$ cat src/rtl/pipeline_hazard_ctrl_pkg.sv
// Shared types and constants for the pipeline hazard controller.
package Pipe_Buf_Reg_PKG;

    localparam int unsigned REG_W   = 5;
    localparam int unsigned CNT_W   = 16;
    localparam int unsigned DRAIN_W = 2;

    localparam logic [DRAIN_W-1:0] DRAIN_INIT = DRAIN_W'(2);

    typedef enum logic [1:0] {
        ST_RUN      = 2'b00,
        ST_MEM_WAIT = 2'b01,
        ST_DRAIN    = 2'b10,
        ST_HALTED   = 2'b11
    } hz_state_e;

    typedef enum logic [1:0] {
        FWD_RF  = 2'b00,
        FWD_WB  = 2'b01,
        FWD_MEM = 2'b10
    } fwd_sel_e;

    // Pipeline register enables and flushes driven by the controller.
    typedef struct packed {
        logic pc_write;
        logic pc_sel;
        logic if_id_write;
        logic if_id_flush;
        logic id_ex_write;
        logic id_ex_flush;
        logic ex_mem_write;
        logic mem_wb_write;
    } pipe_ctrl_t;

    // Saturating event counter increment.
    function automatic logic [CNT_W-1:0] sat_inc(input logic [CNT_W-1:0] v);
        return (v == {CNT_W{1'b1}}) ? v : v + CNT_W'(1);
    endfunction

endpackage

$ cat src/rtl/pipeline_hazard_ctrl_if.sv
// Hazard controller bundle: pipeline field inputs and control/forwarding outputs.
interface pipeline_hazard_ctrl_if;
    import Pipe_Buf_Reg_PKG::*;

    logic [REG_W-1:0] id_rs1;
    logic [REG_W-1:0] id_rs2;
    logic [REG_W-1:0] ex_rs1;
    logic [REG_W-1:0] ex_rs2;
    logic [REG_W-1:0] ex_rd;
    logic             ex_memread;
    logic             ex_regwrite;
    logic             ex_halt;
    logic             ex_redirect;
    logic [REG_W-1:0] mem_rd;
    logic             mem_regwrite;
    logic             mem_access;
    logic [REG_W-1:0] wb_rd;
    logic             wb_regwrite;
    logic             dmem_ready;

    logic             pc_write;
    logic             pc_sel;
    logic             if_id_write;
    logic             if_id_flush;
    logic             id_ex_write;
    logic             id_ex_flush;
    logic             ex_mem_write;
    logic             mem_wb_write;
    fwd_sel_e         fwd_a;
    fwd_sel_e         fwd_b;
    logic             halted;
    logic [CNT_W-1:0] stall_cnt;
    logic [CNT_W-1:0] flush_cnt;

    modport master (
        output id_rs1, id_rs2, ex_rs1, ex_rs2, ex_rd,
        output ex_memread, ex_regwrite, ex_halt, ex_redirect,
        output mem_rd, mem_regwrite, mem_access, wb_rd, wb_regwrite, dmem_ready,
        input  pc_write, pc_sel, if_id_write, if_id_flush, id_ex_write, id_ex_flush,
        input  ex_mem_write, mem_wb_write, fwd_a, fwd_b, halted, stall_cnt, flush_cnt
    );

    modport slave (
        input  id_rs1, id_rs2, ex_rs1, ex_rs2, ex_rd,
        input  ex_memread, ex_regwrite, ex_halt, ex_redirect,
        input  mem_rd, mem_regwrite, mem_access, wb_rd, wb_regwrite, dmem_ready,
        output pc_write, pc_sel, if_id_write, if_id_flush, id_ex_write, id_ex_flush,
        output ex_mem_write, mem_wb_write, fwd_a, fwd_b, halted, stall_cnt, flush_cnt
    );

endinterface

$ cat src/rtl/pipeline_hazard_ctrl_forwarding_unit.sv
// EX-stage operand forwarding select; the MEM-stage result wins over WB.
module forwarding_unit
    import Pipe_Buf_Reg_PKG::*;
(
    input  logic [REG_W-1:0] ex_rs1_i,
    input  logic [REG_W-1:0] ex_rs2_i,
    input  logic [REG_W-1:0] mem_rd_i,
    input  logic             mem_regwrite_i,
    input  logic [REG_W-1:0] wb_rd_i,
    input  logic             wb_regwrite_i,
    output fwd_sel_e         fwd_a_o,
    output fwd_sel_e         fwd_b_o
);

    // x0 is never forwarded since it always reads as zero.
    function automatic fwd_sel_e pick(
        input logic [REG_W-1:0] rs,
        input logic [REG_W-1:0] mem_rd,
        input logic             mem_we,
        input logic [REG_W-1:0] wb_rd,
        input logic             wb_we
    );
        if (mem_we && (mem_rd != '0) && (mem_rd == rs)) return FWD_MEM;
        if (wb_we && (wb_rd != '0) && (wb_rd == rs))    return FWD_WB;
        return FWD_RF;
    endfunction

    // Independent select per source operand.
    always_comb begin
        fwd_a_o = pick(ex_rs1_i, mem_rd_i, mem_regwrite_i, wb_rd_i, wb_regwrite_i);
        fwd_b_o = pick(ex_rs2_i, mem_rd_i, mem_regwrite_i, wb_rd_i, wb_regwrite_i);
    end

endmodule

$ cat src/rtl/pipeline_hazard_ctrl.sv
// Pipeline hazard controller: stall/flush/halt sequencing plus event counters.
module pipeline_hazard_ctrl
    import Pipe_Buf_Reg_PKG::*;
(
    input  logic                  clk,
    input  logic                  reset,
    pipeline_hazard_ctrl_if.slave hz
);

    hz_state_e          state_q, state_d;
    hz_state_e          ret_q, ret_d;
    hz_state_e          cur_state_c;
    hz_state_e          eff_state_c;
    logic [DRAIN_W-1:0] drain_q, drain_d;
    logic [CNT_W-1:0]   stall_cnt_q, stall_cnt_d;
    logic [CNT_W-1:0]   flush_cnt_q, flush_cnt_d;
    logic               halted_q;
    pipe_ctrl_t         ctrl_c;
    logic               freeze_c;
    logic               load_use_c;
    logic               stall_c;
    logic               redirect_ok_c;
    logic               unused_ok_c;

    // EX-stage register write enable does not affect hazard decisions.
    assign unused_ok_c = hz.ex_regwrite;

    // Operand forwarding, independent of controller state.
    forwarding_unit u_fwd (
        .ex_rs1_i       (hz.ex_rs1),
        .ex_rs2_i       (hz.ex_rs2),
        .mem_rd_i       (hz.mem_rd),
        .mem_regwrite_i (hz.mem_regwrite),
        .wb_rd_i        (hz.wb_rd),
        .wb_regwrite_i  (hz.wb_regwrite),
        .fwd_a_o        (hz.fwd_a),
        .fwd_b_o        (hz.fwd_b)
    );

    // Next-state, control outputs and counter updates; reset cycle behaves as RUN.
    always_comb begin
        ctrl_c        = '{pc_write: 1'b1, pc_sel: 1'b0, if_id_write: 1'b1, if_id_flush: 1'b0,
                          id_ex_write: 1'b1, id_ex_flush: 1'b0, ex_mem_write: 1'b1,
                          mem_wb_write: 1'b1};
        cur_state_c   = reset ? ST_RUN : state_q;
        eff_state_c   = cur_state_c;
        state_d       = cur_state_c;
        ret_d         = reset ? ST_RUN : ret_q;
        drain_d       = drain_q;
        stall_c       = 1'b0;
        redirect_ok_c = 1'b0;

        freeze_c   = (hz.mem_access && !hz.dmem_ready) ||
                     ((cur_state_c == ST_MEM_WAIT) && !hz.dmem_ready);
        load_use_c = hz.ex_memread && (hz.ex_rd != '0) &&
                     ((hz.ex_rd == hz.id_rs1) || (hz.ex_rd == hz.id_rs2));

        // A released MEM_WAIT acts as the state it interrupted this very cycle.
        if (cur_state_c == ST_MEM_WAIT) begin
            eff_state_c = ret_q;
        end

        if (cur_state_c == ST_HALTED) begin
            ctrl_c = '0;
        end else if (freeze_c) begin
            ctrl_c  = '0;
            stall_c = 1'b1;
            if (cur_state_c != ST_MEM_WAIT) begin
                ret_d   = cur_state_c;
                state_d = ST_MEM_WAIT;
            end
        end else begin
            state_d = eff_state_c;
            if (eff_state_c == ST_DRAIN) begin
                ctrl_c.pc_write    = 1'b0;
                ctrl_c.if_id_flush = 1'b1;
                ctrl_c.id_ex_flush = 1'b1;
                if (drain_q == '0) begin
                    state_d = ST_HALTED;
                end else begin
                    drain_d = drain_q - DRAIN_W'(1);
                end
            end else if (hz.ex_halt) begin
                ctrl_c.pc_write    = 1'b0;
                ctrl_c.if_id_flush = 1'b1;
                ctrl_c.id_ex_flush = 1'b1;
                state_d            = ST_DRAIN;
                drain_d            = DRAIN_INIT;
            end else if (hz.ex_redirect) begin
                ctrl_c.pc_sel      = 1'b1;
                ctrl_c.if_id_flush = 1'b1;
                ctrl_c.id_ex_flush = 1'b1;
                redirect_ok_c      = 1'b1;
            end else if (load_use_c) begin
                ctrl_c.pc_write    = 1'b0;
                ctrl_c.if_id_write = 1'b0;
                ctrl_c.id_ex_flush = 1'b1;
                stall_c            = 1'b1;
            end
        end

        stall_cnt_d = stall_c       ? sat_inc(stall_cnt_q) : stall_cnt_q;
        flush_cnt_d = redirect_ok_c ? sat_inc(flush_cnt_q) : flush_cnt_q;
    end

    // State, drain counter, event counters and halted flag.
    always_ff @(posedge clk) begin
        if (reset) begin
            state_q     <= ST_RUN;
            ret_q       <= ST_RUN;
            drain_q     <= '0;
            stall_cnt_q <= '0;
            flush_cnt_q <= '0;
            halted_q    <= 1'b0;
        end else begin
            state_q     <= state_d;
            ret_q       <= ret_d;
            drain_q     <= drain_d;
            stall_cnt_q <= stall_cnt_d;
            flush_cnt_q <= flush_cnt_d;
            halted_q    <= (state_d == ST_HALTED);
        end
    end

    assign hz.pc_write     = ctrl_c.pc_write;
    assign hz.pc_sel       = ctrl_c.pc_sel;
    assign hz.if_id_write  = ctrl_c.if_id_write;
    assign hz.if_id_flush  = ctrl_c.if_id_flush;
    assign hz.id_ex_write  = ctrl_c.id_ex_write;
    assign hz.id_ex_flush  = ctrl_c.id_ex_flush;
    assign hz.ex_mem_write = ctrl_c.ex_mem_write;
    assign hz.mem_wb_write = ctrl_c.mem_wb_write;
    assign hz.halted       = halted_q;
    assign hz.stall_cnt    = stall_cnt_q;
    assign hz.flush_cnt    = flush_cnt_q;

endmodule
$ cat src/flat_wrapper.sv
// flat-port wrapper written by rule: the top's interface ports become plain ports
module pipeline_hazard_ctrl_flat import Pipe_Buf_Reg_PKG::*;
  (clk, reset, hz_id_rs1, hz_id_rs2, hz_ex_rs1, hz_ex_rs2, hz_ex_rd, hz_ex_memread, hz_ex_regwrite, hz_ex_halt, hz_ex_redirect, hz_mem_rd, hz_mem_regwrite, hz_mem_access, hz_wb_rd, hz_wb_regwrite, hz_dmem_ready, hz_pc_write, hz_pc_sel, hz_if_id_write, hz_if_id_flush, hz_id_ex_write, hz_id_ex_flush, hz_ex_mem_write, hz_mem_wb_write, hz_fwd_a, hz_fwd_b, hz_halted, hz_stall_cnt, hz_flush_cnt);
  pipeline_hazard_ctrl_if hz_i ();
  input  logic clk;
  input  logic reset;
  input wire logic [$bits(hz_i.id_rs1)-1:0] hz_id_rs1;
  input wire logic [$bits(hz_i.id_rs2)-1:0] hz_id_rs2;
  input wire logic [$bits(hz_i.ex_rs1)-1:0] hz_ex_rs1;
  input wire logic [$bits(hz_i.ex_rs2)-1:0] hz_ex_rs2;
  input wire logic [$bits(hz_i.ex_rd)-1:0] hz_ex_rd;
  input wire logic [$bits(hz_i.ex_memread)-1:0] hz_ex_memread;
  input wire logic [$bits(hz_i.ex_regwrite)-1:0] hz_ex_regwrite;
  input wire logic [$bits(hz_i.ex_halt)-1:0] hz_ex_halt;
  input wire logic [$bits(hz_i.ex_redirect)-1:0] hz_ex_redirect;
  input wire logic [$bits(hz_i.mem_rd)-1:0] hz_mem_rd;
  input wire logic [$bits(hz_i.mem_regwrite)-1:0] hz_mem_regwrite;
  input wire logic [$bits(hz_i.mem_access)-1:0] hz_mem_access;
  input wire logic [$bits(hz_i.wb_rd)-1:0] hz_wb_rd;
  input wire logic [$bits(hz_i.wb_regwrite)-1:0] hz_wb_regwrite;
  input wire logic [$bits(hz_i.dmem_ready)-1:0] hz_dmem_ready;
  output wire logic [$bits(hz_i.pc_write)-1:0] hz_pc_write;
  output wire logic [$bits(hz_i.pc_sel)-1:0] hz_pc_sel;
  output wire logic [$bits(hz_i.if_id_write)-1:0] hz_if_id_write;
  output wire logic [$bits(hz_i.if_id_flush)-1:0] hz_if_id_flush;
  output wire logic [$bits(hz_i.id_ex_write)-1:0] hz_id_ex_write;
  output wire logic [$bits(hz_i.id_ex_flush)-1:0] hz_id_ex_flush;
  output wire logic [$bits(hz_i.ex_mem_write)-1:0] hz_ex_mem_write;
  output wire logic [$bits(hz_i.mem_wb_write)-1:0] hz_mem_wb_write;
  output wire logic [$bits(hz_i.fwd_a)-1:0] hz_fwd_a;
  output wire logic [$bits(hz_i.fwd_b)-1:0] hz_fwd_b;
  output wire logic [$bits(hz_i.halted)-1:0] hz_halted;
  output wire logic [$bits(hz_i.stall_cnt)-1:0] hz_stall_cnt;
  output wire logic [$bits(hz_i.flush_cnt)-1:0] hz_flush_cnt;
  assign hz_i.id_rs1 = hz_id_rs1;
  assign hz_i.id_rs2 = hz_id_rs2;
  assign hz_i.ex_rs1 = hz_ex_rs1;
  assign hz_i.ex_rs2 = hz_ex_rs2;
  assign hz_i.ex_rd = hz_ex_rd;
  assign hz_i.ex_memread = hz_ex_memread;
  assign hz_i.ex_regwrite = hz_ex_regwrite;
  assign hz_i.ex_halt = hz_ex_halt;
  assign hz_i.ex_redirect = hz_ex_redirect;
  assign hz_i.mem_rd = hz_mem_rd;
  assign hz_i.mem_regwrite = hz_mem_regwrite;
  assign hz_i.mem_access = hz_mem_access;
  assign hz_i.wb_rd = hz_wb_rd;
  assign hz_i.wb_regwrite = hz_wb_regwrite;
  assign hz_i.dmem_ready = hz_dmem_ready;
  assign hz_pc_write = hz_i.pc_write;
  assign hz_pc_sel = hz_i.pc_sel;
  assign hz_if_id_write = hz_i.if_id_write;
  assign hz_if_id_flush = hz_i.if_id_flush;
  assign hz_id_ex_write = hz_i.id_ex_write;
  assign hz_id_ex_flush = hz_i.id_ex_flush;
  assign hz_ex_mem_write = hz_i.ex_mem_write;
  assign hz_mem_wb_write = hz_i.mem_wb_write;
  assign hz_fwd_a = hz_i.fwd_a;
  assign hz_fwd_b = hz_i.fwd_b;
  assign hz_halted = hz_i.halted;
  assign hz_stall_cnt = hz_i.stall_cnt;
  assign hz_flush_cnt = hz_i.flush_cnt;
  pipeline_hazard_ctrl u_core (.clk(clk), .reset(reset), .hz(hz_i));
endmodule
$ cat config.mk
export PLATFORM = sky130hd
export DESIGN_NAME = pipeline_hazard_ctrl_flat
export DESIGN_NICKNAME = d
export VERILOG_FILES = /design/src/rtl/pipeline_hazard_ctrl_pkg.sv /design/src/rtl/pipeline_hazard_ctrl_if.sv /design/src/rtl/pipeline_hazard_ctrl_forwarding_unit.sv /design/src/rtl/pipeline_hazard_ctrl.sv /design/src/flat_wrapper.sv
export SDC_FILE = /design/constraint.sdc
export NUM_CORES = 1
export LEC_CHECK = 0
export ABC_AREA = 1
export BUFFER_PORTS_ARGS = -buffer_cell sky130_fd_sc_hd__buf_2
export CAP_MARGIN = 25
export CORE_MARGIN = 1.5
export CORE_UTILIZATION = 56
export CTS_BUF_LIST = sky130_fd_sc_hd__clkbuf_8
export DETAILED_ROUTE_END_ITERATION = 7
export GPL_TIMING_DRIVEN = 1
export HOLD_SLACK_MARGIN = 0.08
export PLACE_DENSITY_LB_ADDON = 0.1
export SLEW_MARGIN = 10
export SYNTH_ARGS = -nofsm -noshare
export SYNTH_HDL_FRONTEND = slang
export SYNTH_SLANG_ARGS = --single-unit
$ cat constraint.sdc
create_clock -name clk -period 4.1 [get_ports clk]
set_input_delay 0.41 -clock clk [delete_from_list [all_inputs] [get_ports clk]]
set_output_delay 0.41 -clock clk [all_outputs]
set_load 0.05 [all_outputs]
==> reports/metrics.cfg <==
[floorplan]
ios=90
die_area_um2=5320
core_um2=4720
die_w_um=72.9
initial_core_util_pct=58.0
die_h_um=72.9
num_rows=25

[layout]
final_util_pct=70.0
drive_above_1_share_pct=23.6
syn2layout_area_growth_pct=20.7
fin_nets=543
n_antenna_cell=0

[clock_network]
cts_hold_buffers=0
cts_made_buffers=5
htreeDepth=2
clock_latency_ps=290
cts_setup_buffers=0
cts_sinks=39
cts_tree=yes
cts_root_buf=clkbuf_8
ctsResizeCount=0
clockBufferDepth=2
clkTransAtPathRegs_ps=70

[route]
vias=2807
antenna_left=0
drtPass1Iterations=4
viasPerCell=4.99
routed_wl_mm=6.15
drt_iter0_drc=134
drc=0
wl_per_cell_um=10.9

[global_route]
busiest_layer=met2
grt_max_degree=34
grt_pass1_wl_mm=10.1
grt.total_usage_pct=23.5
grt_pass1_vias=2492
met1_usage_pct=27.7
grt_overflow_total=0
antenna_found_initial=0
grtUsageMet2_pct=43.1
grt_use_met3_pct=5.11

[synthesis]
yosysTopAreaCellShare_pct=28.5
synthFlopType=dfxtp_1
synthSimpleGateAreaFrac_pct=36.1
yosysSeqAreaShare_pct=28.5
syn-cell-area_um2=2740
muxShareOfSynthArea_pct=0
synth_nets=459
synth_edf_count=0
ys_ff_latch=39
synth_top_cell_by_area=dfxtp_1
yosys-top-cells-area=dfxtp_1 (29%), nand2_1 (14%), xor2_1 (7.7%), xnor2_1 (7.4%), nand3_1 (7.1%)
synthXorXnorAreaFrac_pct=15.0
synthArstFlopShare_pct=0
synthAdderAreaFrac_pct=1.37
synth_top_family_by_area=simple AND/OR/NAND/NOR gates
ys_types=33
synth_compound_area_share_pct=9.23
avgSynthCellArea_um2=6.66
synth_warnings=0
synthCells=411

[setup_path]
crit_path_start_kind=input pin
worstPathArrival_ps=1940
cp_max_fo=33
critical_path_class=in -> out
required_ps=3690
end_kind=output port

[timing]
tightest_slew_ps=687
drv_slew=0
finClkSkew_ps=8.39
timing.final.crit_share_pct=57.4
worst_slack_ps=1750
setup_viol=0
clock.fmax_mhz=425
slew_headroom_pct=54.2
hold_viol=0
period_minus_slack_ps=2350
setup-tns-final_ps=0
rsz0062_at_grt=false

[power]
ir_worst_vdd_uv=247
p_leak_nw=1.53
power_per_cell_area_nw_per_um2=273
total_power_w=0.000902

[hold_path]
hold_class=reg -> reg

[placement]
pre_cts_ws_ps=1740
dpl.hpwl_mm=4.65
gp_congestion=0.876
port_buffers=88

[run]
maxCapViolCount=0

[run_status]
run_status=completed

==> worst max-delay path: stages <==
cell and delay, ps:
buf_2 530, nor2_8 70, nand2_1 90, nand2_1 60, nand2_2 100, nand2_2 110, a311oi_1 250, buf_2 300
==> logic make-up (layout without fill, tap and decap cells) <==
group / after synthesis / after routing
AO/OA/AOI/OAI: 45 / 45
XOR/XNOR: 47 / 47
adder cells (fa/ha/maj): 3 / 3
buffers and inverters: 62 / 147
flip-flops: 39 / 39
AND/OR/NAND/NOR: 215 / 215
==> sequential cells by signal (all words and copies together) (netlist names) <==
name and flops:
u_core.hz.stall_cnt 16, u_core.hz.halted 1, u_core.state_q 2, u_core.ret_q 2
u_core.hz.flush_cnt 16, u_core.drain_q 2
==> stage by stage <==
step | cells | cell area, um2 | hold slack (ps)
5_1_grt | 563 | 3310 | 496
6_report | 563 | 3310 | 469
4_1_cts | 563 | 3310 | 464
2_1_floorplan | 411 | 2740 | 433
3_5_place_dp | 555 | 3190 | 461
3_3_place_gp | 555 | 3190 | 452
==> power breakdown <==
group          switching, W  total (W)  internal (W)  leakage (nW)
logic              0.000118   0.000175     0.0000571          1.15
clock network      0.000137   0.000334      0.000197        0.0612
registers        0.00000620   0.000392      0.000386         0.316
total              0.000262   0.000902      0.000640          1.53
==> synth_stat cells (3+ instances only) <==
cell type,number
xnor2_1,23
nand2_4,4
a21oi_1,31
ha_1,3
nand3_1,39
nor2_1,42
xor2_1,24
nand4_1,6
clkbuf_1,3
buf_4,4
inv_1,49
nand2_1,99
o21ai_0,6
nor4_1,3
dfxtp_1,39
nand2_2,4
nor3_1,10
==> cells in the final DEF, fill, tap and decap left out, types with 2 or more instances in the layout <==
cell type,Yosys,final
nand4_1,6,6
or2_2,2,2
nor4_1,3,3
o41ai_1,2,2
nand2_1,99,99
nand3_1,39,39
ha_1,3,3
nor2_1,42,42
nor3_1,10,10
a21oi_2,2,2
nand2_2,4,4
clkbuf_8,0,6
nand2_4,4,4
nor2_4,2,2
a21oi_1,31,31
buf_2,2,88
xnor2_1,23,23
inv_1,49,49
o21ai_0,6,6
xor2_1,24,24
dfxtp_1,39,39
clkinv_2,1,2
==> final timing paths <==
kind,cells after the start,slack (ps),from,to
worst min register to register,2,470,u_core.drain_q[1],u_core.drain_q[1]
worst max-delay path,8,1750,reset,hz_pc_write
worst max register to register,8,2050,u_core.hz.flush_cnt[0],u_core.hz.flush_cnt[0]
worst min-delay path,2,470,u_core.drain_q[1],u_core.drain_q[1]
==> layer usage <==
layer	part of all wire, %	wire [um]
met4	0.62	38
met1	45	2760
met3	4.3	263
met5	0	0
met2	50	3090
==> final cells by class <==
type | count | area (um2)
Sequential cell | 39 | 781
Clock buffer | 6 | 82.6
Inverter | 51 | 193
Multi-Input combinational cell | 310 | 1690
Fill cell | 437 | 1420
Tap cell | 67 | 83.8
Timing Repair Buffer | 88 | 440
Clock inverter | 2 | 35.0
Power figures use the tool's default switching activity.
